### src/rtl/tt_um_waves.sv
// tt_um_waves: four-shape digital waveform generator (Tiny Tapeout wrapper).
//
// A 16-bit phase accumulator advances by ui_in[7:2] on every clock while ena
// is high. Its top byte indexes one of four shapers, selected by ui_in[1:0]:
// square, sawtooth, triangle or a quarter-wave-ROM sine. The chosen 8-bit
// unsigned sample is registered onto uo_out, one cycle behind the phase.
//
// Ports:
//   clk     - system clock
//   rst_n   - asynchronous active-low reset
//   ena     - phase advance enable (output keeps updating from held phase)
//   ui_in   - [1:0] waveform select (00 sq, 01 saw, 10 tri, 11 sine),
//             [7:2] phase step 0..63
//   uo_out  - registered waveform sample
//   uio_in  - square-wave duty threshold
//   uio_out - sync output (bit 7) when WAVES_SYNC_EN is defined, else 0
//   uio_oe  - 8'h80 when WAVES_SYNC_EN is defined, else 8'h00
//
// Build option WAVES_SYNC_EN: drives a registered phase[15] sync square on
// uio_out[7] and narrows the duty threshold to uio_in[6:0].
module tt_um_waves (
    input  logic       clk,
    input  logic       rst_n,
    input  logic       ena,
    input  logic [7:0] ui_in,
    output logic [7:0] uo_out,
    input  logic [7:0] uio_in,
    output logic [7:0] uio_out,
    output logic [7:0] uio_oe
);

    logic [15:0] phase_q;
    logic [15:0] phase_d;
    logic [7:0]  sample_q;
    logic [7:0]  sample_d;
    logic [7:0]  p;
    logic [1:0]  wave_sel;
    logic [5:0]  step;
    logic [7:0]  duty;
    logic [5:0]  rom_idx;
    logic [6:0]  rom_val;

    assign p        = phase_q[15:8];
    assign wave_sel = ui_in[1:0];
    assign step     = ui_in[7:2];

    always_comb begin
        phase_d = phase_q;
        if (ena) begin
            phase_d = phase_q + {10'b0, step};
        end
    end

    // Quadrants 1 and 3 run the quarter wave backwards.
    assign rom_idx = p[6] ? ~p[5:0] : p[5:0];

    // Quarter-wave table: round(127*sin(2*pi*(i+0.5)/256)), i = 0..63.
    always_comb begin
        rom_val = 7'd0;
        case (rom_idx)
            6'd0:  rom_val = 7'd2;    6'd1:  rom_val = 7'd5;
            6'd2:  rom_val = 7'd8;    6'd3:  rom_val = 7'd11;
            6'd4:  rom_val = 7'd14;   6'd5:  rom_val = 7'd17;
            6'd6:  rom_val = 7'd20;   6'd7:  rom_val = 7'd23;
            6'd8:  rom_val = 7'd26;   6'd9:  rom_val = 7'd29;
            6'd10: rom_val = 7'd32;   6'd11: rom_val = 7'd35;
            6'd12: rom_val = 7'd38;   6'd13: rom_val = 7'd41;
            6'd14: rom_val = 7'd44;   6'd15: rom_val = 7'd47;
            6'd16: rom_val = 7'd50;   6'd17: rom_val = 7'd53;
            6'd18: rom_val = 7'd56;   6'd19: rom_val = 7'd58;
            6'd20: rom_val = 7'd61;   6'd21: rom_val = 7'd64;
            6'd22: rom_val = 7'd67;   6'd23: rom_val = 7'd69;
            6'd24: rom_val = 7'd72;   6'd25: rom_val = 7'd74;
            6'd26: rom_val = 7'd77;   6'd27: rom_val = 7'd79;
            6'd28: rom_val = 7'd82;   6'd29: rom_val = 7'd84;
            6'd30: rom_val = 7'd86;   6'd31: rom_val = 7'd89;
            6'd32: rom_val = 7'd91;   6'd33: rom_val = 7'd93;
            6'd34: rom_val = 7'd95;   6'd35: rom_val = 7'd97;
            6'd36: rom_val = 7'd99;   6'd37: rom_val = 7'd101;
            6'd38: rom_val = 7'd103;  6'd39: rom_val = 7'd105;
            6'd40: rom_val = 7'd106;  6'd41: rom_val = 7'd108;
            6'd42: rom_val = 7'd110;  6'd43: rom_val = 7'd111;
            6'd44: rom_val = 7'd113;  6'd45: rom_val = 7'd114;
            6'd46: rom_val = 7'd115;  6'd47: rom_val = 7'd117;
            6'd48: rom_val = 7'd118;  6'd49: rom_val = 7'd119;
            6'd50: rom_val = 7'd120;  6'd51: rom_val = 7'd121;
            6'd52: rom_val = 7'd122;  6'd53: rom_val = 7'd123;
            6'd54: rom_val = 7'd124;  6'd55: rom_val = 7'd124;
            6'd56: rom_val = 7'd125;  6'd57: rom_val = 7'd125;
            6'd58: rom_val = 7'd126;  6'd59: rom_val = 7'd126;
            default: rom_val = 7'd127;
        endcase
    end

    always_comb begin
        sample_d = 8'h00;
        case (wave_sel)
            2'b00: sample_d = (p < duty) ? 8'hFF : 8'h00;
            2'b01: sample_d = p;
            // Second half mirrors the ramp; the inversion makes it fall 255..1.
            2'b10: sample_d = p[7] ? ~{p[6:0], 1'b0} : {p[6:0], 1'b0};
            default: sample_d = p[7] ? (8'd127 - {1'b0, rom_val})
                                     : (8'd128 + {1'b0, rom_val});
        endcase
    end

    always_ff @(posedge clk or negedge rst_n) begin
        if (!rst_n) begin
            phase_q  <= 16'h0000;
            sample_q <= 8'h00;
        end else begin
            phase_q  <= phase_d;
            sample_q <= sample_d;
        end
    end

    assign uo_out = sample_q;

`ifdef WAVES_SYNC_EN
    logic sync_q;
    logic unused_duty_msb;

    // Registered alongside the sample so the trigger lines up with uo_out.
    always_ff @(posedge clk or negedge rst_n) begin
        if (!rst_n) begin
            sync_q <= 1'b0;
        end else begin
            sync_q <= phase_q[15];
        end
    end

    assign duty            = {1'b0, uio_in[6:0]};
    assign unused_duty_msb = uio_in[7];
    assign uio_out         = {sync_q, 7'b0};
    assign uio_oe          = 8'h80;
`else
    assign duty    = uio_in;
    assign uio_out = 8'h00;
    assign uio_oe  = 8'h00;
`endif

endmodule

### config.mk
export PLATFORM = sky130hd
export DESIGN_NAME = tt_um_waves
export DESIGN_NICKNAME = d
export VERILOG_FILES = /design/src/rtl/tt_um_waves.sv
export SDC_FILE = /design/constraint.sdc
export NUM_CORES = 1
export LEC_CHECK = 0
export CAP_MARGIN = 20
export CORE_MARGIN = 2
export CORE_UTILIZATION = 60
export DETAILED_ROUTE_END_ITERATION = 10
export PLACE_DENSITY = 0.92
export SLEW_MARGIN = 20
export SYNTH_ARGS = -nofsm -noshare
export SYNTH_HDL_FRONTEND = slang
export SYNTH_SLANG_ARGS = --single-unit
### constraint.sdc
create_clock -name clk -period 5.2 [get_ports clk]
set_input_delay 1.04 -clock clk [delete_from_list [all_inputs] [get_ports clk]]
set_output_delay 1.04 -clock clk [all_outputs]
set_load 0.02 [all_outputs]
==> results.py, run 1 <==
metrics = {
    "status": {
        "status": "completed",
    },
    "drt": {
        "drc": 0,
        "drtIter0Drc": 362,
        "dr.pass1.iters": 5,
        "postRouteAntennaNets": 0,
        "via_per_inst": 6.148,
        "num_vias": 2619,
        "routed_wl_mm": 6.323,
        "wl_per_cell_um": 14.84,
    },
    "timing": {
        "finalCritPeriodShare": 0.6263,
        "fmax_mhz": 307.0,
        "worst_pin_slew_ns": 0.9945,
        "slew_headroom": 0.3370,
        "finClkSkew_ns": 0.007637,
        "rsz0062_at_grt": "false",
        "tns_ns": 0,
        "hold_viol_final": 0,
        "fin_crit_ns": 3.257,
        "finalSetupViolCount": 0,
        "report.final.slew_viol_count": 0,
    },
    "grt": {
        "grt_pass1_vias": 2414,
        "grt_pass1_wl_mm": 10.69,
        "grt_overflow": 0,
        "grt.total_usage": 0.2424,
        "antenna_found_initial": 0,
        "grt_max_degree": 48,
    },
    "floorplanning": {
        "die_h_um": 73.90,
        "start_util": 0.6207,
        "rows": 25,
        "top_level_ports": 43,
        "fp.coreArea_um2": 4723,
        "die_x_um": 73.90,
        "die_area_um2": 5461,
    },
    "worst_setup_path": {
        "max_stage_delay_ns": 0.45,
        "worstSetupPathType": "input pin to flip-flop",
        "crit_required_ns": 5.33,
        "crit_path_start_kind": "input pin",
        "critPathCaptureType": "flip-flop",
        "crit_chain": "clkdlybuf4s50_1 -> ha_1 -> fa_1 -> a21o_1 -> a21oi_1 -> nor2b_1 -> o311ai_1 -> nor2_1 -> xor2_1",
        "path_max_fanout": 4,
        "crit_arrival_ns": 3.38,
        "cpMaxStageDelayCell": "o311ai_1",
        "r2r_slack_ns": 1.96,
    },
    "synth": {
        "postSynthCellCount": 357,
        "synth_edf_count": 0,
        "avgSynthCellArea_um2": 8.212,
        "syn-cell-area_um2": 2932,
        "synth_ff_type": "dfrtp_1",
        "synth_cell_types": 65,
        "ys_warn_count": 0,
        "yosysSeqAreaShare": 0.2049,
        "synth-async-reset-ratio": 1.000,
        "ys_ff_latch": 24,
    },
    "cts": {
        "cts_resized": 0,
        "htree_levels": 1,
        "ctsHoldBuffers": 0,
        "path_clk_slew_ns": 0.09,
        "clock_sinks": 24,
        "cts-root-buf": "clkbuf_8",
        "clk_path_buf_depth": 2,
        "cts_tree": "yes",
        "clk_latency_ns": 0.27,
        "cts_buffers": 3,
        "cts_setup_buffers": 0,
    },
    "finish": {
        "nFillCells": 366,
        "drive_gt1_frac": 0.05850,
        "diodes": 0,
        "area_growth_pct": 5.634,
        "final_cells": 426,
        "fin_nets": 405,
    },
    "placement": {
        "numPortBuffers": 26,
        "gp_congestion": 0.9726,
        "dp_hpwl_mm": 4.542,
        "dp_cells": 423,
    },
    "pwr": {
        "power-per-cell-area_nw_per_um2": 374.5,
        "ir_drop_v": 0.0003177,
        "p_leak_nw": 1.366,
    },
    "job": {
        "max_cap_violations": 0,
    },
    "worst_hold_path": {
        "hp-class": "flip-flop to flip-flop",
    },
}
==> registers in the layout, summed over array words and instances, names as in the netlist <==
| name | cells |
|---|---|
| phase_q | 16 |
| uo_out | 8 |
==> power breakdown <==
group	switching (W)	total, W	leakage (nW)	internal [W]
combinational	0.000392	0.000724	1.05	0.000332
sequential	0.0000825	0.000324	0.297	0.000242
clock	0.0000593	0.000111	0.0216	0.0000518
total	0.000534	0.00116	1.37	0.000626
==> synthesized netlist by cell type, drive strengths merged, types with 2 or more instances <==
| cell | instances | area, µm² |
|---|---|---|
| nor3b | 3 | 22.52 |
| mux2i | 8 | 80.08 |
| ha | 24 | 300.3 |
| o21ai | 25 | 125.1 |
| and3b | 4 | 35.03 |
| o2bb2ai | 2 | 17.52 |
| o221ai | 2 | 17.52 |
| or3 | 2 | 12.51 |
| nor2 | 22 | 82.58 |
| o22ai | 6 | 37.54 |
| dfrtp | 24 | 600.6 |
| a211o | 2 | 18.77 |
| nand3b | 4 | 30.03 |
| a311oi | 2 | 17.52 |
| clkbuf | 10 | 45.04 |
| xor2 | 16 | 140.1 |
| nand4 | 4 | 25.02 |
| o2111ai | 4 | 35.03 |
| nand3 | 8 | 40.04 |
| nand2 | 13 | 48.80 |
| buf | 34 | 241.5 |
| a221o | 2 | 20.02 |
| and3 | 2 | 12.51 |
| nor3 | 5 | 25.02 |
| and2 | 2 | 12.51 |
| xnor2 | 13 | 113.9 |
| o311ai | 2 | 17.52 |
| a211oi | 6 | 45.04 |
| a21o | 3 | 22.52 |
| nor2b | 10 | 62.56 |
| inv | 17 | 63.81 |
| a31oi | 9 | 56.30 |
| or2 | 3 | 18.77 |
| a21oi | 21 | 105.1 |
| a22oi | 4 | 30.03 |
| mux2 | 8 | 90.09 |
| nand2b | 11 | 71.32 |
==> stage by stage <==
| step | util | worst slack [ns] | hold slack, ns | power (W) | cell area, µm² |
|---|---|---|---|---|---|
| floorplan | - | 2.046 | 0.4386 | 0.0008834 | 2988 |
| global placement | 0.6477 | 1.781 | 0.4564 | 0.001006 | 3059 |
| detailed placement | 0.6477 | 1.649 | 0.4588 | 0.001039 | 3059 |
| CTS | 0.6564 | 1.940 | 0.4750 | 0.001150 | 3100 |
| global route | 0.6556 | 1.743 | 0.4901 | 0.001261 | 3097 |
| finish | 0.6556 | 1.943 | 0.4702 | 0.001160 | 3097 |
==> worst max-delay path, delay by kind of cell <==
kind,cells,cell delay (ns)
buffers and inverters,1,0.42
AND/OR/NAND/NOR,2,0.23
AO/OA/AOI/OAI,3,0.88
XOR/XNOR,1,0.17
adder cells (fa/ha/maj),2,0.65
==> area by class of cell <==
type / instances / area, µm² / share of cell area
well taps: 67 / 83.83 / 0.02707
flip-flops and latches: 24 / 601.8 / 0.1943
repair buffers: 29 / 277.8 / 0.08970
multi-input cells: 286 / 2028 / 0.6550
inverters: 17 / 63.81 / 0.02061
clock buffers: 3 / 41.29 / 0.01333
==> per-layer routing <==
metal / up-vias / track usage / wire [µm] / part of all wire
met5: - / 0 / 0 / 0
met4: 0 / 0.08081 / 152 / 0.024
met3: 23 / 0.03704 / 334 / 0.053
met2: 121 / 0.4107 / 3026 / 0.48
met1: 1215 / 0.3153 / 2810 / 0.44
li1: 1260 / - / - / -
==> layout by cell type (no fill, tap or decap), types with 3 or more instances in the layout <==
cell type / n
conb_1: 16
and3b_1: 4
nor3_1: 5
mux2i_1: 8
a21oi_1: 21
clkbuf_8: 3
o21ai_0: 15
buf_4: 3
o21ai_1: 10
nand2_1: 13
xnor2_1: 13
nand3b_1: 4
o2111ai_1: 4
nand2b_1: 10
o22ai_1: 6
xor2_1: 16
nand4_1: 4
clkdlybuf4s50_1: 25
a22oi_1: 4
a31oi_1: 9
ha_1: 24
mux2_2: 8
nor2_1: 22
nor3b_1: 3
nor2b_1: 10
a21o_1: 3
inv_1: 17
nand3_1: 8
dfrtp_1: 23
a211oi_1: 6
==> final timing paths <==
path | endpoint | cells past startpoint | from
max reg2reg | uo_out[3] | 9 | phase_q[9]
max | phase_q[12] | 9 | ui_in[2]
min | phase_q[6] | 1 | phase_q[6]
min reg2reg | phase_q[6] | 1 | phase_q[6]
max in group asynchronous | phase_q[12] | 1 | rst_n
min in group asynchronous | phase_q[0] | 1 | rst_n
==> cells by family (layout without fill, tap and decap cells) <==
kind of cell / after synthesis / after routing / share of synthesized area
flops: 24 / 24 / 0.2049
buf+inv: 62 / 49 / 0.1225
other cells: 1 / 16 / 0.001279
fa+ha+maj: 25 / 25 / 0.1093
simple gates: 96 / 96 / 0.1801
compound gates: 104 / 104 / 0.2373
xor+xnor: 29 / 29 / 0.08664
mux: 16 / 16 / 0.05805
No activity file was read; power rests on OpenSTA's default activity.
==> inputs of run 2 (changes only) <==
CORE_UTILIZATION = 50   (was 60)
PLACE_DENSITY = 0.82   (was 0.92)
clock period = 2.9 ns   (was 5.2 ns; I/O delays follow)
==> run 2 against run 1 <==
Final area is 6.3% higher. Combinational power increased by 100%. Worst setup slack got worse by 1.7 ns. Cell count up 4.5%. Sequential power increased by 58%. Register-to-register slack lost 1.7 ns. Count of clock-buffer cells in the layout is the same. Power rose by 96%. Critical path type is now flip-flop to flip-flop. Largest power group unchanged. Highest routed layer unchanged.
==> results.py, run 2 (synthesized netlist as in run 1, its figures left out) <==
metrics = {
    "grt": {
        "grt_overflow": 0,
        "antenna_found_initial": 0,
        "use_met2": 0.3542,
        "grt_pass1_wl_mm": 11.03,
        "grtUsageMet3": 0.03371,
        "gr-max-usage-layer": "met2",
        "grt.total_usage": 0.2111,
        "grt_util_met1": 0.2772,
        "grt_max_degree": 49,
        "grt_pass1_vias": 2440,
    },
    "drt": {
        "num_vias": 2663,
        "drc": 0,
        "dr.pass1.iters": 4,
        "via_per_inst": 5.984,
        "routed_wl_mm": 6.650,
        "wl_per_cell_um": 14.94,
        "drtIter0Drc": 372,
        "postRouteAntennaNets": 0,
    },
    "worst_setup_path": {
        "critPathCaptureType": "flip-flop",
        "crit_path_start_kind": "flip-flop",
        "cp_common_cell": "a31oi_1",
        "cpMaxStageDelayCell": "dfrtp_1",
        "crit_arrival_ns": 2.88,
        "path_max_fanout": 7,
        "crit_required_ns": 3.10,
        "crit_chain": "xnor2_4 -> inv_2 -> ha_1 -> nor4b_1 -> or4_4 -> a221oi_2 -> a31oi_1 -> xor2_1 -> a31oi_1",
        "worstSetupPathType": "flip-flop to flip-flop",
        "max_stage_delay_ns": 0.52,
    },
    "cts": {
        "clk_path_buf_depth": 2,
        "path_clk_slew_ns": 0.09,
        "cts_resized": 0,
        "cts_buffers": 3,
        "cts-root-buf": "clkbuf_8",
        "clock_sinks": 24,
        "htree_levels": 1,
        "cts_tree": "yes",
        "clk_latency_ns": 0.27,
        "cts_setup_buffers": 0,
        "ctsHoldBuffers": 0,
    },
    "placement": {
        "dp_hpwl_mm": 4.761,
        "gp_congestion": 0.9368,
        "placed_cell_area_um2": 3213,
        "numPortBuffers": 26,
    },
    "timing": {
        "finClkSkew_ns": 0.008832,
        "slew_headroom": 0.6055,
        "rsz0062_at_grt": "false",
        "report.final.slew_viol_count": 0,
        "whs_ns": 0.4701,
        "fin_crit_ns": 2.681,
        "worst_pin_slew_ns": 0.5899,
        "finalSetupViolCount": 0,
        "finalCritPeriodShare": 0.9244,
        "tns_ns": 0,
        "hold_viol_final": 0,
        "fmax_mhz": 373.0,
    },
    "finish": {
        "drive_gt1_frac": 0.1019,
        "top_register": "phase_q",
        "diodes": 0,
        "final_area_um2": 3293,
        "largest_register_ffs": 16,
        "area_growth_pct": 12.33,
        "fin_nets": 418,
        "final_common_cell": "clkdlybuf4s50_1",
        "final_cell_mix": "clkdlybuf4s50_1 (26), dfrtp_1 (24), ha_1 (23)",
        "postLayoutCoreUtil": 0.5908,
    },
    "pwr": {
        "finalPower_w": 0.002272,
        "ir_drop_v": 0.0004993,
        "p_leak_nw": 1.455,
        "power-per-cell-area_nw_per_um2": 689.9,
    },
    "floorplanning": {
        "start_util": 0.5259,
        "die_h_um": 80.57,
        "top_level_ports": 43,
        "rows": 27,
        "die_area_um2": 6492,
        "fp.coreArea_um2": 5574,
        "die_x_um": 80.57,
    },
    "worst_hold_path": {
        "hp-class": "flip-flop to flip-flop",
    },
    "job": {
        "max_cap_violations": 0,
    },
    "status": {
        "status": "completed",
    },
}
==> run 2: final timing paths <==
path | slack (ns) | to | start | depth (start not counted)
worst max-delay path | 0.22 | uo_out[3] | phase_q[14] | 9
worst min-delay path | 0.47 | phase_q[6] | phase_q[6] | 1
worst max register to register | 0.22 | uo_out[3] | phase_q[14] | 9
worst min register to register | 0.47 | phase_q[6] | phase_q[6] | 1
max in group asynchronous | 1.99 | phase_q[12] | rst_n | 2
min in group asynchronous | 0.66 | phase_q[13] | rst_n | 2
==> run 2: cell type report <==
| type | instances | area, µm² |
|---|---|---|
| Clock inverter | 1 | 30.03 |
| Fill cell | 484 | 2281 |
| Sequential cell | 24 | 600.6 |
| Tap cell | 72 | 90.09 |
| Clock buffer | 3 | 41.29 |
| Inverter | 17 | 63.81 |
| Timing Repair Buffer | 42 | 384.1 |
| Multi-Input combinational cell | 286 | 2083 |
==> run 2: critical path: cells and delay by family, from the launching register on <==
kind / cells / cell delay, ns
simple gates: 2 / 0.65
xor+xnor: 2 / 0.48
compound gates: 3 / 0.58
flops: 1 / 0.52
buf+inv: 1 / 0.11
fa+ha+maj: 1 / 0.25
==> run 2: per-layer routing <==
layer	wire length [µm]	vias up	part of all wire
met2	3091	131	0.46
met3	507	10	0.076
met4	119	0	0.018
met1	2932	1235	0.44
met5	0	-	0
li1	-	1287	-
==> run 2: per-stage QoR <==
| step | setup WS (ns) | cells |
|---|---|---|
| floorplan | 0.01259 | 372 |
| global placement | 0.08767 | 441 |
| detailed placement | -0.01572 | 441 |
| CTS | 0.2363 | 445 |
| global route | 0.07015 | 445 |
| finish | 0.2192 | 445 |
==> run 2: power by group <==
group	internal (W)	switching, W	leakage, nW
clock network	0.000185	0.000111	0.0357
registers	0.000435	0.0000778	0.298
logic	0.000652	0.000812	1.12
total	0.00127	0.00100	1.46
==> inputs of run 3 (changes only) <==
CORE_UTILIZATION = 56   (was 50)
PLACE_DENSITY = 0.87   (was 0.82)
clock period = 2.62 ns   (was 2.9 ns; I/O delays follow)
==> run 3 against run 2 <==
First-iteration DRC count fell by 13%. Non-clock buffer count increased by 6. Clock skew shrank 0.0047 ns. Routed wire length is 5.1% higher. Worst setup slack worse by 0.12 ns. Register-to-register slack got worse by 0.11 ns. Count of clock-buffer cells in the layout grew 1. Die area shrank 10%. Utilization grew 6.7 points. Sequential share of layout area down 0.22 points. Critical path depth is the same. Combinational power rose by 17%.
==> results.py, run 3 (synthesized netlist as in run 1, its figures left out) <==
metrics = {
    "status": {
        "status": "completed",
    },
    "cts": {
        "ctsHoldBuffers": 0,
        "clk_path_buf_depth": 2,
        "clock_sinks": 24,
        "path_clk_slew_ns": 0.09,
        "cts_buffers": 3,
        "htree_levels": 1,
        "clk_latency_ns": 0.27,
        "cts-root-buf": "clkbuf_8",
        "cts_tree": "yes",
    },
    "pwr": {
        "p_clk_frac": 0.100,
        "ir_drop_v": 0.0005764,
        "finalPower_w": 0.002542,
        "swShare": 0.4539,
        "intPower_w": 0.001388,
        "power-per-cell-area_nw_per_um2": 761.3,
        "switchingPower_w": 0.001154,
        "p_leak_nw": 1.474,
        "p_seq_frac": 0.228,
        "combPwrFrac": 0.672,
    },
    "drt": {
        "drc": 0,
        "postRouteAntennaNets": 0,
        "via_per_inst": 6.060,
        "routed_wl_mm": 6.986,
        "dr.pass1.iters": 5,
        "drtIter0Drc": 325,
        "num_vias": 2721,
        "wl_per_cell_um": 15.56,
    },
    "floorplanning": {
        "fp.coreArea_um2": 5075,
        "top_level_ports": 43,
        "die_h_um": 76.35,
        "start_util": 0.5777,
        "die_area_um2": 5829,
        "die_x_um": 76.35,
        "rows": 26,
    },
    "worst_setup_path": {
        "path_max_fanout": 5,
        "crit_required_ns": 2.81,
        "crit_path_start_kind": "input pin",
        "r2r_slack_ns": 0.11,
        "r2r_end": "uo_out[3]",
        "rr_startpoint": "phase_q[14]",
        "worstSetupPathType": "input pin to flip-flop",
        "crit_arrival_ns": 2.71,
        "cpMaxStageDelayCell": "a2111o_1",
        "cp_common_cell": "a31oi_1",
        "crit_chain": "clkdlybuf4s50_1 -> inv_1 -> ha_1 -> a211o_1 -> a31oi_1 -> o21ai_1 -> a2111o_1 -> and3_1 -> a31oi_1",
        "r2r_cells": 8,
        "critPathCaptureType": "flip-flop",
        "max_stage_delay_ns": 0.50,
    },
    "worst_hold_path": {
        "holdPathStages": 1,
        "hold_start": "phase_q[6]",
        "hp-class": "flip-flop to flip-flop",
        "whs_endpoint": "phase_q[6]",
    },
    "finish": {
        "final_area_um2": 3339,
        "fin_nets": 424,
        "top_register": "phase_q",
        "drive_gt1_frac": 0.1266,
        "multiInputGateArea_um2": 2102,
        "seq_area_um2": 601.8,
        "nFillCells": 419,
        "final_cell_mix": "clkdlybuf4s50_1 (26), dfrtp_1 (23), nor2_1 (22)",
        "area_growth_pct": 13.91,
        "final_common_cell": "clkdlybuf4s50_1",
        "largest_register_ffs": 16,
        "diodes": 0,
        "final_cells": 449,
    },
    "grt": {
        "antenna_found_initial": 0,
        "grt_overflow": 0,
        "grt_pass1_wl_mm": 11.34,
        "grt.total_usage": 0.2311,
        "grt_max_degree": 33,
        "grt_pass1_vias": 2414,
    },
    "timing": {
        "hold_viol_final": 0,
        "finClkSkew_ns": 0.004111,
        "finalCritPeriodShare": 0.9618,
        "report.final.slew_viol_count": 0,
        "slew_headroom": 0.6133,
        "setup_ws_ns": 0.1001,
        "worst_pin_slew_ns": 0.5782,
        "fmax_mhz": 396.8,
        "rsz0062_at_grt": "false",
        "finalSetupViolCount": 0,
        "fin_crit_ns": 2.520,
    },
    "job": {
        "max_cap_violations": 0,
    },
    "placement": {
        "numPortBuffers": 26,
        "dp_hpwl_mm": 5.063,
        "placed_cell_area_um2": 3261,
        "gp_congestion": 0.9327,
        "dp_cells": 444,
        "preCtsSetupSlack_ns": -0.1919,
    },
}
-- run 3: metal layers --
layer / GRT usage / vias up / part of all wire
li1: - / 1303 / -
met1: 0.3029 / 1279 / 0.42
met2: 0.4053 / 127 / 0.50
met3: 0.03318 / 12 / 0.064
met4: 0.04727 / 0 / 0.016
met5: 0 / - / 0
-- run 3: worst max path at each step --
stage	startpoint	end	slack [ns]	cells past startpoint
3_3_place_gp	uio_in[2]	uo_out[1]	-0.15	10
6_report	uio_in[2]	uo_out[4]	0.10	9
5_1_grt	uio_in[2]	uo_out[3]	0.008	9
2_1_floorplan	phase_q[14]	uo_out[3]	-0.09	13
4_1_cts	phase_q[14]	uo_out[3]	0.04	9
3_5_place_dp	ui_in[2]	phase_q[10]	-0.19	10
-- run 3: what timing repair did --
item                                    4_1_cts  5_1_grt
buffers inserted                              0        1
gates resized for setup                       0        5
endpoints found under the hold margin         0        0
endpoints found under the setup margin        0        9
-- run 3: metrics by stage --
step	util	TNS [ns]	hold WS, ns
4_1_cts	0.6534	0	0.4916
3_3_place_gp	0.6425	-0.6576	0.4541
5_1_grt	0.6580	0	0.4943
2_1_floorplan	-	-0.09083	0.2284
3_5_place_dp	0.6425	-1.362	0.4781
6_report	0.6580	0	0.4901
-- run 3: layout make-up --
type | count | share of cell area
Timing Repair Buffer | 48 | 0.1285
Tap cell | 70 | 0.02623
Multi-Input combinational cell | 286 | 0.6295
Inverter | 17 | 0.01911
Sequential cell | 24 | 0.1802
Clock buffer | 4 | 0.01649
-- run 3: power groups by stage --
| stage | combinational (W) | sequential, W | clock [W] |
|---|---|---|---|
| after floorplan | 0.00124 | 0.000579 | 0 |
| after global placement | 0.00159 | 0.000576 | 0 |
| after detailed placement | 0.00165 | 0.000585 | 0 |
| after CTS | 0.00166 | 0.000580 | 0.000253 |
| after global routing | 0.00186 | 0.000592 | 0.000274 |
| final | 0.00171 | 0.000578 | 0.000255 |
-- run 3: critical path: cells and delay by family --
kind	cells	cell delay (ns)
simple gates	1	0.17
compound gates	5	1.22
fa+ha+maj	1	0.29
buf+inv	2	0.49
